<file path="src/rtl/csr_core.sv">
// Control/status register file: trap entry/return, interrupt pending logic, LL/SC bit.
// Optional timer (TCFG/TVAL/TICLR, IS[11]) is built only when CSR_TIMER_EN is defined.
module csr_core (
  input  logic        clk,
  input  logic        rst,
  input  logic        csr_is_exception_i,
  input  logic [31:0] csr_exception_pc_i,
  input  logic [31:0] csr_exception_addr_i,
  input  logic [5:0]  csr_ecode_i,
  input  logic [8:0]  csr_esubcode_i,
  input  logic        is_ertn_i,
  input  logic        csr_write_en_i,
  input  logic [13:0] csr_write_addr_i,
  input  logic [31:0] csr_write_data_i,
  input  logic        is_llw_scw_i,
  input  logic        llbit_value_i,
  input  logic [13:0] csr_read_addr_i,
  input  logic [7:0]  hw_int_i,
  output logic [31:0] csr_read_data_o,
  output logic [31:0] csr_eentry_o,
  output logic [31:0] csr_era_o,
  output logic [31:0] csr_crmd_o,
  output logic        csr_is_interrupt_o,
  output logic        llbit_o
);

  localparam logic [13:0] ADDR_CRMD   = 14'h000;
  localparam logic [13:0] ADDR_PRMD   = 14'h001;
  localparam logic [13:0] ADDR_ECFG   = 14'h004;
  localparam logic [13:0] ADDR_ESTAT  = 14'h005;
  localparam logic [13:0] ADDR_ERA    = 14'h006;
  localparam logic [13:0] ADDR_BADV   = 14'h007;
  localparam logic [13:0] ADDR_EENTRY = 14'h00C;
  localparam logic [13:0] ADDR_SAVE0  = 14'h030;
  localparam logic [13:0] ADDR_SAVE1  = 14'h031;
  localparam logic [13:0] ADDR_SAVE2  = 14'h032;
  localparam logic [13:0] ADDR_SAVE3  = 14'h033;
  localparam logic [13:0] ADDR_TID    = 14'h040;
  localparam logic [13:0] ADDR_LLBCTL = 14'h060;
  localparam logic [12:0] LIE_MASK    = 13'h1BFF;

  logic [1:0]  crmd_plv;
  logic        crmd_ie, crmd_da, crmd_pg;
  logic [1:0]  prmd_pplv;
  logic        prmd_pie;
  logic [12:0] ecfg_lie;
  logic [1:0]  is_sw;
  logic [7:0]  is_hw;
  logic        is_timer;
  logic [5:0]  estat_ecode;
  logic [8:0]  estat_esubcode;
  logic [31:0] era, badv, save0, save1, save2, save3, tid;
  logic [25:0] eentry_va;
  logic        llb_rollb, llb_klo;

  logic [12:0] is_all;
  logic [31:0] crmd_value, estat_value;
  logic        badv_from_pc, badv_from_addr;

  function automatic logic wr_hit(input logic [13:0] a);
    return csr_write_en_i && (csr_write_addr_i == a);
  endfunction

  assign is_all      = {1'b0, is_timer, 1'b0, is_hw, is_sw};
  assign crmd_value  = {27'd0, crmd_pg, crmd_da, crmd_ie, crmd_plv};
  assign estat_value = {1'b0, estat_esubcode, estat_ecode, 3'd0, is_all};

  // ADEF records the fetch PC; ALE-with-subcode / ADEM record the data address.
  assign badv_from_pc   = (csr_ecode_i == 6'h08) && (csr_esubcode_i == 9'd0);
  assign badv_from_addr = ((csr_ecode_i == 6'h08) && (csr_esubcode_i == 9'd1)) ||
                          (csr_ecode_i == 6'h09);

  always_ff @(posedge clk) begin
    if (rst) begin
      crmd_plv       <= 2'd0;
      crmd_ie        <= 1'b0;
      crmd_da        <= 1'b1;
      crmd_pg        <= 1'b0;
      prmd_pplv      <= 2'd0;
      prmd_pie       <= 1'b0;
      ecfg_lie       <= 13'd0;
      is_sw          <= 2'd0;
      is_hw          <= 8'd0;
      estat_ecode    <= 6'd0;
      estat_esubcode <= 9'd0;
      era            <= 32'd0;
      badv           <= 32'd0;
      eentry_va      <= 26'd0;
      save0          <= 32'd0;
      save1          <= 32'd0;
      save2          <= 32'd0;
      save3          <= 32'd0;
      tid            <= 32'd0;
      llb_rollb      <= 1'b0;
      llb_klo        <= 1'b0;
    end else begin
      // Each field takes its highest-priority source; untouched fields keep lower ones.
      if (csr_is_exception_i) begin
        crmd_plv <= 2'd0;
        crmd_ie  <= 1'b0;
      end else if (is_ertn_i) begin
        crmd_plv <= prmd_pplv;
        crmd_ie  <= prmd_pie;
      end else if (wr_hit(ADDR_CRMD)) begin
        crmd_plv <= csr_write_data_i[1:0];
        crmd_ie  <= csr_write_data_i[2];
      end
      if (wr_hit(ADDR_CRMD)) begin
        crmd_da <= csr_write_data_i[3];
        crmd_pg <= csr_write_data_i[4];
      end

      if (csr_is_exception_i) begin
        prmd_pplv <= crmd_plv;
        prmd_pie  <= crmd_ie;
      end else if (wr_hit(ADDR_PRMD)) begin
        prmd_pplv <= csr_write_data_i[1:0];
        prmd_pie  <= csr_write_data_i[2];
      end

      if (csr_is_exception_i) era <= csr_exception_pc_i;
      else if (wr_hit(ADDR_ERA)) era <= csr_write_data_i;

      if (csr_is_exception_i && badv_from_pc) badv <= csr_exception_pc_i;
      else if (csr_is_exception_i && badv_from_addr) badv <= csr_exception_addr_i;
      else if (wr_hit(ADDR_BADV)) badv <= csr_write_data_i;

      if (csr_is_exception_i) begin
        estat_ecode    <= csr_ecode_i;
        estat_esubcode <= csr_esubcode_i;
      end
      if (wr_hit(ADDR_ESTAT)) is_sw <= csr_write_data_i[1:0];
      is_hw <= hw_int_i;

      if (wr_hit(ADDR_ECFG))   ecfg_lie  <= csr_write_data_i[12:0] & LIE_MASK;
      if (wr_hit(ADDR_EENTRY)) eentry_va <= csr_write_data_i[31:6];
      if (wr_hit(ADDR_SAVE0))  save0     <= csr_write_data_i;
      if (wr_hit(ADDR_SAVE1))  save1     <= csr_write_data_i;
      if (wr_hit(ADDR_SAVE2))  save2     <= csr_write_data_i;
      if (wr_hit(ADDR_SAVE3))  save3     <= csr_write_data_i;
      if (wr_hit(ADDR_TID))    tid       <= csr_write_data_i;

      if (is_ertn_i) llb_klo <= 1'b0;
      else if (wr_hit(ADDR_LLBCTL)) llb_klo <= csr_write_data_i[2];

      if (is_ertn_i && !llb_klo) llb_rollb <= 1'b0;
      else if (is_llw_scw_i) llb_rollb <= llbit_value_i;
    end
  end

`ifdef CSR_TIMER_EN
  localparam logic [13:0] ADDR_TCFG  = 14'h041;
  localparam logic [13:0] ADDR_TVAL  = 14'h042;
  localparam logic [13:0] ADDR_TICLR = 14'h044;

  logic        tcfg_en, tcfg_periodic;
  logic [29:0] tcfg_initval;
  logic [31:0] tval;
  logic        timer_fire;

  // A TCFG write restarts the countdown, so it suppresses this cycle's expiry.
  assign timer_fire = !wr_hit(ADDR_TCFG) && tcfg_en && (tval == 32'd1);

  always_ff @(posedge clk) begin
    if (rst) begin
      tcfg_en       <= 1'b0;
      tcfg_periodic <= 1'b0;
      tcfg_initval  <= 30'd0;
      tval          <= 32'd0;
      is_timer      <= 1'b0;
    end else begin
      if (wr_hit(ADDR_TCFG)) begin
        tcfg_en       <= csr_write_data_i[0];
        tcfg_periodic <= csr_write_data_i[1];
        tcfg_initval  <= csr_write_data_i[31:2];
        tval          <= {csr_write_data_i[31:2], 2'b00};
      end else if (tcfg_en) begin
        if (tval == 32'd1) begin
          tval <= 32'd0;
          if (!tcfg_periodic) tcfg_en <= 1'b0;
        end else if (tval != 32'd0) begin
          tval <= tval - 32'd1;
        end else if (tcfg_periodic) begin
          tval <= {tcfg_initval, 2'b00};
        end
      end

      if (timer_fire) is_timer <= 1'b1;
      else if (wr_hit(ADDR_TICLR) && csr_write_data_i[0]) is_timer <= 1'b0;
    end
  end
`else
  assign is_timer = 1'b0;
`endif

  always_comb begin
    csr_read_data_o = 32'd0;
    case (csr_read_addr_i)
      ADDR_CRMD:   csr_read_data_o = crmd_value;
      ADDR_PRMD:   csr_read_data_o = {29'd0, prmd_pie, prmd_pplv};
      ADDR_ECFG:   csr_read_data_o = {19'd0, ecfg_lie};
      ADDR_ESTAT:  csr_read_data_o = estat_value;
      ADDR_ERA:    csr_read_data_o = era;
      ADDR_BADV:   csr_read_data_o = badv;
      ADDR_EENTRY: csr_read_data_o = {eentry_va, 6'd0};
      ADDR_SAVE0:  csr_read_data_o = save0;
      ADDR_SAVE1:  csr_read_data_o = save1;
      ADDR_SAVE2:  csr_read_data_o = save2;
      ADDR_SAVE3:  csr_read_data_o = save3;
      ADDR_TID:    csr_read_data_o = tid;
      ADDR_LLBCTL: csr_read_data_o = {29'd0, llb_klo, 1'b0, llb_rollb};
`ifdef CSR_TIMER_EN
      ADDR_TCFG:   csr_read_data_o = {tcfg_initval, tcfg_periodic, tcfg_en};
      ADDR_TVAL:   csr_read_data_o = tval;
`endif
      default:     csr_read_data_o = 32'd0;
    endcase
  end

  assign csr_eentry_o       = {eentry_va, 6'd0};
  assign csr_era_o          = era;
  assign csr_crmd_o         = crmd_value;
  assign csr_is_interrupt_o = crmd_ie & (|(is_all & ecfg_lie));
  assign llbit_o            = llb_rollb;

endmodule

</file>
<file path="config.mk">
export PLATFORM = sky130hd
export DESIGN_NAME = csr_core
export DESIGN_NICKNAME = d
export VERILOG_FILES = /design/src/rtl/csr_core.sv
export SDC_FILE = /design/constraint.sdc
export NUM_CORES = 1
export LEC_CHECK = 0
export CAP_MARGIN = 20
export CORE_MARGIN = 2
export CORE_UTILIZATION = 47
export CTS_CLUSTER_SIZE = 8
export DETAILED_ROUTE_END_ITERATION = 8
export PLACE_DENSITY_LB_ADDON = 0.15
export SKIP_CTS_REPAIR_TIMING = 1
export SYNTH_ARGS = -nofsm -noshare
export SYNTH_HDL_FRONTEND = slang
export SYNTH_SLANG_ARGS = --single-unit
</file>
<file path="constraint.sdc">
create_clock -name clk -period 2.54 [get_ports clk]
set_input_delay 0.508 -clock clk [delete_from_list [all_inputs] [get_ports clk]]
set_output_delay 0.508 -clock clk [all_outputs]
set_load 0.005 [all_outputs]
</file>
Word level (Yosys, flattened, before mapping)
Index checks and enable logic that the tools add are counted.
Widths: inputs -> output; s select.
{"block": "op_classes", "eq_ne": 27, "mux": 14, "bitwise": 2, "reduce_logical": 31}
{"cell": "$pmux 32 s13", "n": 1}
{"cell": "$mux 32", "n": 5}
{"cell": "$eq 14x3->1 const B", "n": 8}
{"cell": "$eq 14x6->1 const B", "n": 8}
{"cell": "$eq 14x7->1 const B", "n": 4}
{"cell": "$eq 14x1->1 const B", "n": 2}
{"cell": "$eq 14x4->1 const B", "n": 2}
{"cell": "$logic_not 14->1", "n": 2}
{"cell": "$logic_and 1x1->1", "n": 18}
{"cell": "$and 10x13->13", "n": 1}
{"cell": "$reduce_or 13->1", "n": 1}
{"cell": "$eq 6x4->1 const B", "n": 2}
{"cell": "$eq 9x1->1 const B", "n": 1}
{"cell": "$logic_not 9->1", "n": 1}
{"cell": "$mux 2", "n": 4}
{"cell": "$reduce_bool 2->1", "n": 3}
{"cell": "$reduce_or 2->1", "n": 3}
{"cell": "$mux 1", "n": 4}
{"cell": "$reduce_bool 3->1", "n": 1}
{"cell": "$and 1x1->1", "n": 1}
{"cell": "$logic_not 1->1", "n": 1}
{"cell": "$logic_or 1x1->1", "n": 1}
{"block": "totals", "register_bits": 297, "inputBits": 154, "output_inout_bits": 130, "elab_cells": 95}

Depth between registers and ports, before layout
{"block": "depth", "ltp_word": 6, "mapped_depth": 8}

Worst setup path before layout
Ideal clock, no wire load.
{"block": "synth_path", "path_type": "input -> output", "from": "input port csr_read_addr_i[1]", "to": "output port csr_read_data_o[23]", "t_arrival_ns": 2.045, "required_time_ns": 2.032, "path_slack_ns": -0.013, "cell_stages": 7, "cell_sequence": "buf_2 -> or4b_1 -> nor4_4 -> buf_2 -> a22o_1 -> a21oi_1 -> nand3_1"}
{"block": "synth_via", "elab_chain_cells": 2, "elab_cells_between_ends": 14}
{"item": "start, declared", "line_no": "17", "source": "input logic [13:0] csr_read_addr_i,"}
{"item": "$eq 14x7->1 (tied with other cells)", "line_no": "198", "source": "case (csr_read_addr_i)"}
{"item": "$pmux 32 s13 *", "line_no": "198"}
{"item": "end, declared", "line_no": "19", "source": "output logic [31:0] csr_read_data_o,"}
Every way passes the cells marked *; elsewhere a longest branch is shown, timed or not.

Worst setup path in the final report
{"block": "layout_path", "from": "input port csr_read_addr_i[12]", "to": "output port csr_read_data_o[21]"}
Same word-level chain as after synthesis.

==> flow_metrics.env <==
export IMPL_drive_above_1_share_pct=21.6
export IMPL_syn_area_mm2=0.0141
export IMPL_synth_edf_count=0
export IMPL_cts_tree="done"
export IMPL_whs_endpoint="save3[20]"
export IMPL_synthTopCellsByCount="nand2_1, dfxtp_1, a21oi_1"
export IMPL_globalplace_congestion=0.946
export IMPL_die_area_mm2=0.0314
export IMPL_status="complete, but fails checks"
export IMPL_relSlewSlack_pct=32.7
export IMPL_power_density_mw_per_mm2=545
export IMPL_dp_slack_ns=-0.970
export IMPL_fmax_mhz=347
export IMPL_grt_pass1_vias=13624
export IMPL_drt_iter0_drc=1850
export IMPL_endpoint_kind="output port"
export IMPL_crit_arrival_ns=2.37
export IMPL_drc_errors=0
export IMPL_vias_per_cell=6.03
export IMPL_setup_tns_ns=-7.82
export IMPL_peakVddDrop_uv=504
export IMPL_post_dp_hpwl_mm=37.0
export IMPL_r2r_cells=2
export IMPL_cp_max_fo=6
export IMPL_ant_nets=0
export IMPL_p_comb_share_pct=9.2
export IMPL_cellLeakagePower_nw=7.90
export IMPL_drt_total_wl_mm=56.8
export IMPL_ys_top_cells_by_area="dfxtp_1, nand2_1, a21oi_1, mux2i_1, mux2_2"
export IMPL_min_path_type="register to register"
export IMPL_pwr_share_clk_pct=46.6
export IMPL_ys_warn_count=0
export IMPL_async_flop_share_pct=0
export IMPL_fp_coreArea_mm2=0.0296
export IMPL_ys_seq_area_share_pct=42.2
export IMPL_crit_path_top_delay_cell="or4_4"
export IMPL_firstDrtPassIters=8
export IMPL_rsz0062_at_grt="yes"
export IMPL_p_sw_share_pct=23.7
export IMPL_htreeDepth=2
export IMPL_finalSetupViolCount=31
export IMPL_utilization_pct=67.1
export IMPL_maxCapViolations=0
export IMPL_crit_type="input pin to output port"
export IMPL_start_util_pct=47.7
export IMPL_regToRegEndpoint="prmd_pplv[1]"
export IMPL_synthToLayoutAreaGrowth_pct=40.9
export IMPL_fin_skew_ns=0.000425
export IMPL_antenna_found_initial=5
export IMPL_grt_pass1_wl_mm=79.0
export IMPL_synth_distinct_cells=56
export IMPL_violations="negative setup slack"
export IMPL_ys_seq_elements=297
export IMPL_root_buffer="clkbuf_16"
export IMPL_hold_depth=2
export IMPL_synth_top_cell_area_share_pct=42.2
export IMPL_cp_slowest_stage_delay_ns=0.57
export IMPL_ios=284
export IMPL_p_sw_mw=2.56
export IMPL_syn_area_per_cell_um2=8.37
export IMPL_hold_violations=0
export IMPL_min_from="save3[20]"
export IMPL_die_w_um=177
export IMPL_wl_per_cell_um=23.3
export IMPL_syn_inst=1683
export IMPL_io_buffers=250
export IMPL_maxSlewViolCount=0
export IMPL_ff2ff_setup_slack_ns=1.63
export IMPL_grt_usage_pct=32.6
export IMPL_grt_max_degree=98
export IMPL_synth_most_common_cell="nand2_1"
export IMPL_crit_top_cell="buf_6"
export IMPL_cts_buffer_depth=3
export IMPL_clk_latency_ns=0.52
export IMPL_grt_overflow_total=0
export IMPL_path_cells="buf_6, or4_4, nor4_4, buf_6, buf_4, clkbuf_16, a22o_1, a21oi_1, nand3_1, clkbuf_2"
export IMPL_synth_ff_type="dfxtp_1"
export IMPL_setup_ws_ns=-0.339
export IMPL_cp_start_kind="input pin"
export IMPL_nNetsFinal=2197
export IMPL_worst_pin_slew_ns=1.01
export IMPL_hold_worst_slack_ns=0.450
export IMPL_numCtsBuffers=43
export IMPL_period_needed_ns=2.88
export IMPL_clkTransAtPathRegs_ns=0.05
export IMPL_power_frac_seq_pct=44.3
export IMPL_vias=14701
export IMPL_cp_data_required_time_ns=2.03
export IMPL_intPower_mw=8.26
export IMPL_yosysTopAreaCell="dfxtp_1"
export IMPL_clock_sinks=297
export IMPL_r2r_start="prmd_pplv[1]"
export IMPL_finalCritPeriodShare_pct=113
export IMPL_placementRows=63
export IMPL_chipHeight_um=177
==> power by group through the flow <==
stage	clock, mW	sequential (mW)	combinational (mW)
global route	5.25	4.79	1.04
finish	5.04	4.79	0.993
global placement	0	4.87	0.930
floorplan	0	4.86	0.383
detailed placement	0	4.88	0.937
CTS	5.05	4.79	0.944
==> routing by layer <==
metal / global-route usage [%] / part of all wire (%) / vias up / wire length, µm
met3: 6.51 / 11 / 180 / 6090
met4: 12.4 / 4.3 / 0 / 2440
li1: - / - / 6582 / -
met1: 43.6 / 40 / 7019 / 22600
met5: 0 / 0 / - / 0
met2: 51.7 / 45 / 920 / 25700
==> worst max-delay path by stage <==
stage / from / endpoint
after CTS: csr_read_addr_i[1] / csr_read_data_o[13]
after detailed placement: csr_read_addr_i[1] / csr_read_data_o[13]
after global routing: csr_read_addr_i[12] / csr_read_data_o[22]
after global placement: csr_read_addr_i[1] / csr_read_data_o[13]
after floorplan: csr_read_addr_i[1] / csr_read_data_o[4]
final: csr_read_addr_i[12] / csr_read_data_o[21]
==> critical path, delay by kind of cell <==
kind / cells / cell delay (ns)
compound gates: 2 / 0.16
simple gates: 3 / 0.98
buf+inv: 5 / 0.72
==> flip-flops by register name, indices dropped and copies added (netlist names), 2 cells and up <==
name / flops
estat_esubcode: 9
save2: 32
estat_ecode: 6
is_sw: 2
badv: 32
is_hw: 8
crmd_plv: 2
save0: 32
tid: 32
eentry_va: 26
prmd_pplv: 2
save1: 32
csr_era_o: 32
ecfg_lie: 12
save3: 32
==> cells in the final DEF (no fill, tap or decap), types with 48 or more instances in the layout <==
cell type and n:
mux2i_1 95, dfxtp_1 297, buf_4 144, a211oi_1 67, mux2_2 48, a21oi_1 197
nor2_1 77, clkdlybuf4s50_1 202, clkbuf_16 51, nand2_1 389
==> cell type report <==
type / count / area (µm²)
antenna: 1 / 2.50
clock buffer: 45 / 1100
clock inverter: 3 / 33.8
fill: 2384 / 9710
inverter: 40 / 153
multi-input combinational: 1197 / 7500
sequential: 297 / 5950
tap: 390 / 488
timing repair buffer: 464 / 4620
==> per-stage QoR <==
| stage | cell area [µm²] | total power, mW | instances |
|---|---|---|---|
| global placement | 17900 | 5.81 | 2327 |
| detailed placement | 17900 | 5.81 | 2327 |
| global route | 19800 | 11.1 | 2436 |
| finish | 19800 | 10.8 | 2437 |
| CTS | 19000 | 10.8 | 2375 |
| floorplan | 14200 | 5.24 | 1715 |
==> logic make-up (layout without fill, tap and decap cells) <==
group                  after synthesis  in the layout  synth area share [%]
other                                1             34                0.0266
AOI/OAI and AO/OA                  401            401                  19.6
muxes                              143            143                  10.6
buffers and inverters              221            552                  7.55
DFF                                297            297                  42.2
and+or+nand+nor                    620            620                  20.1
Note: power is estimated with default switching activity, not from simulation.
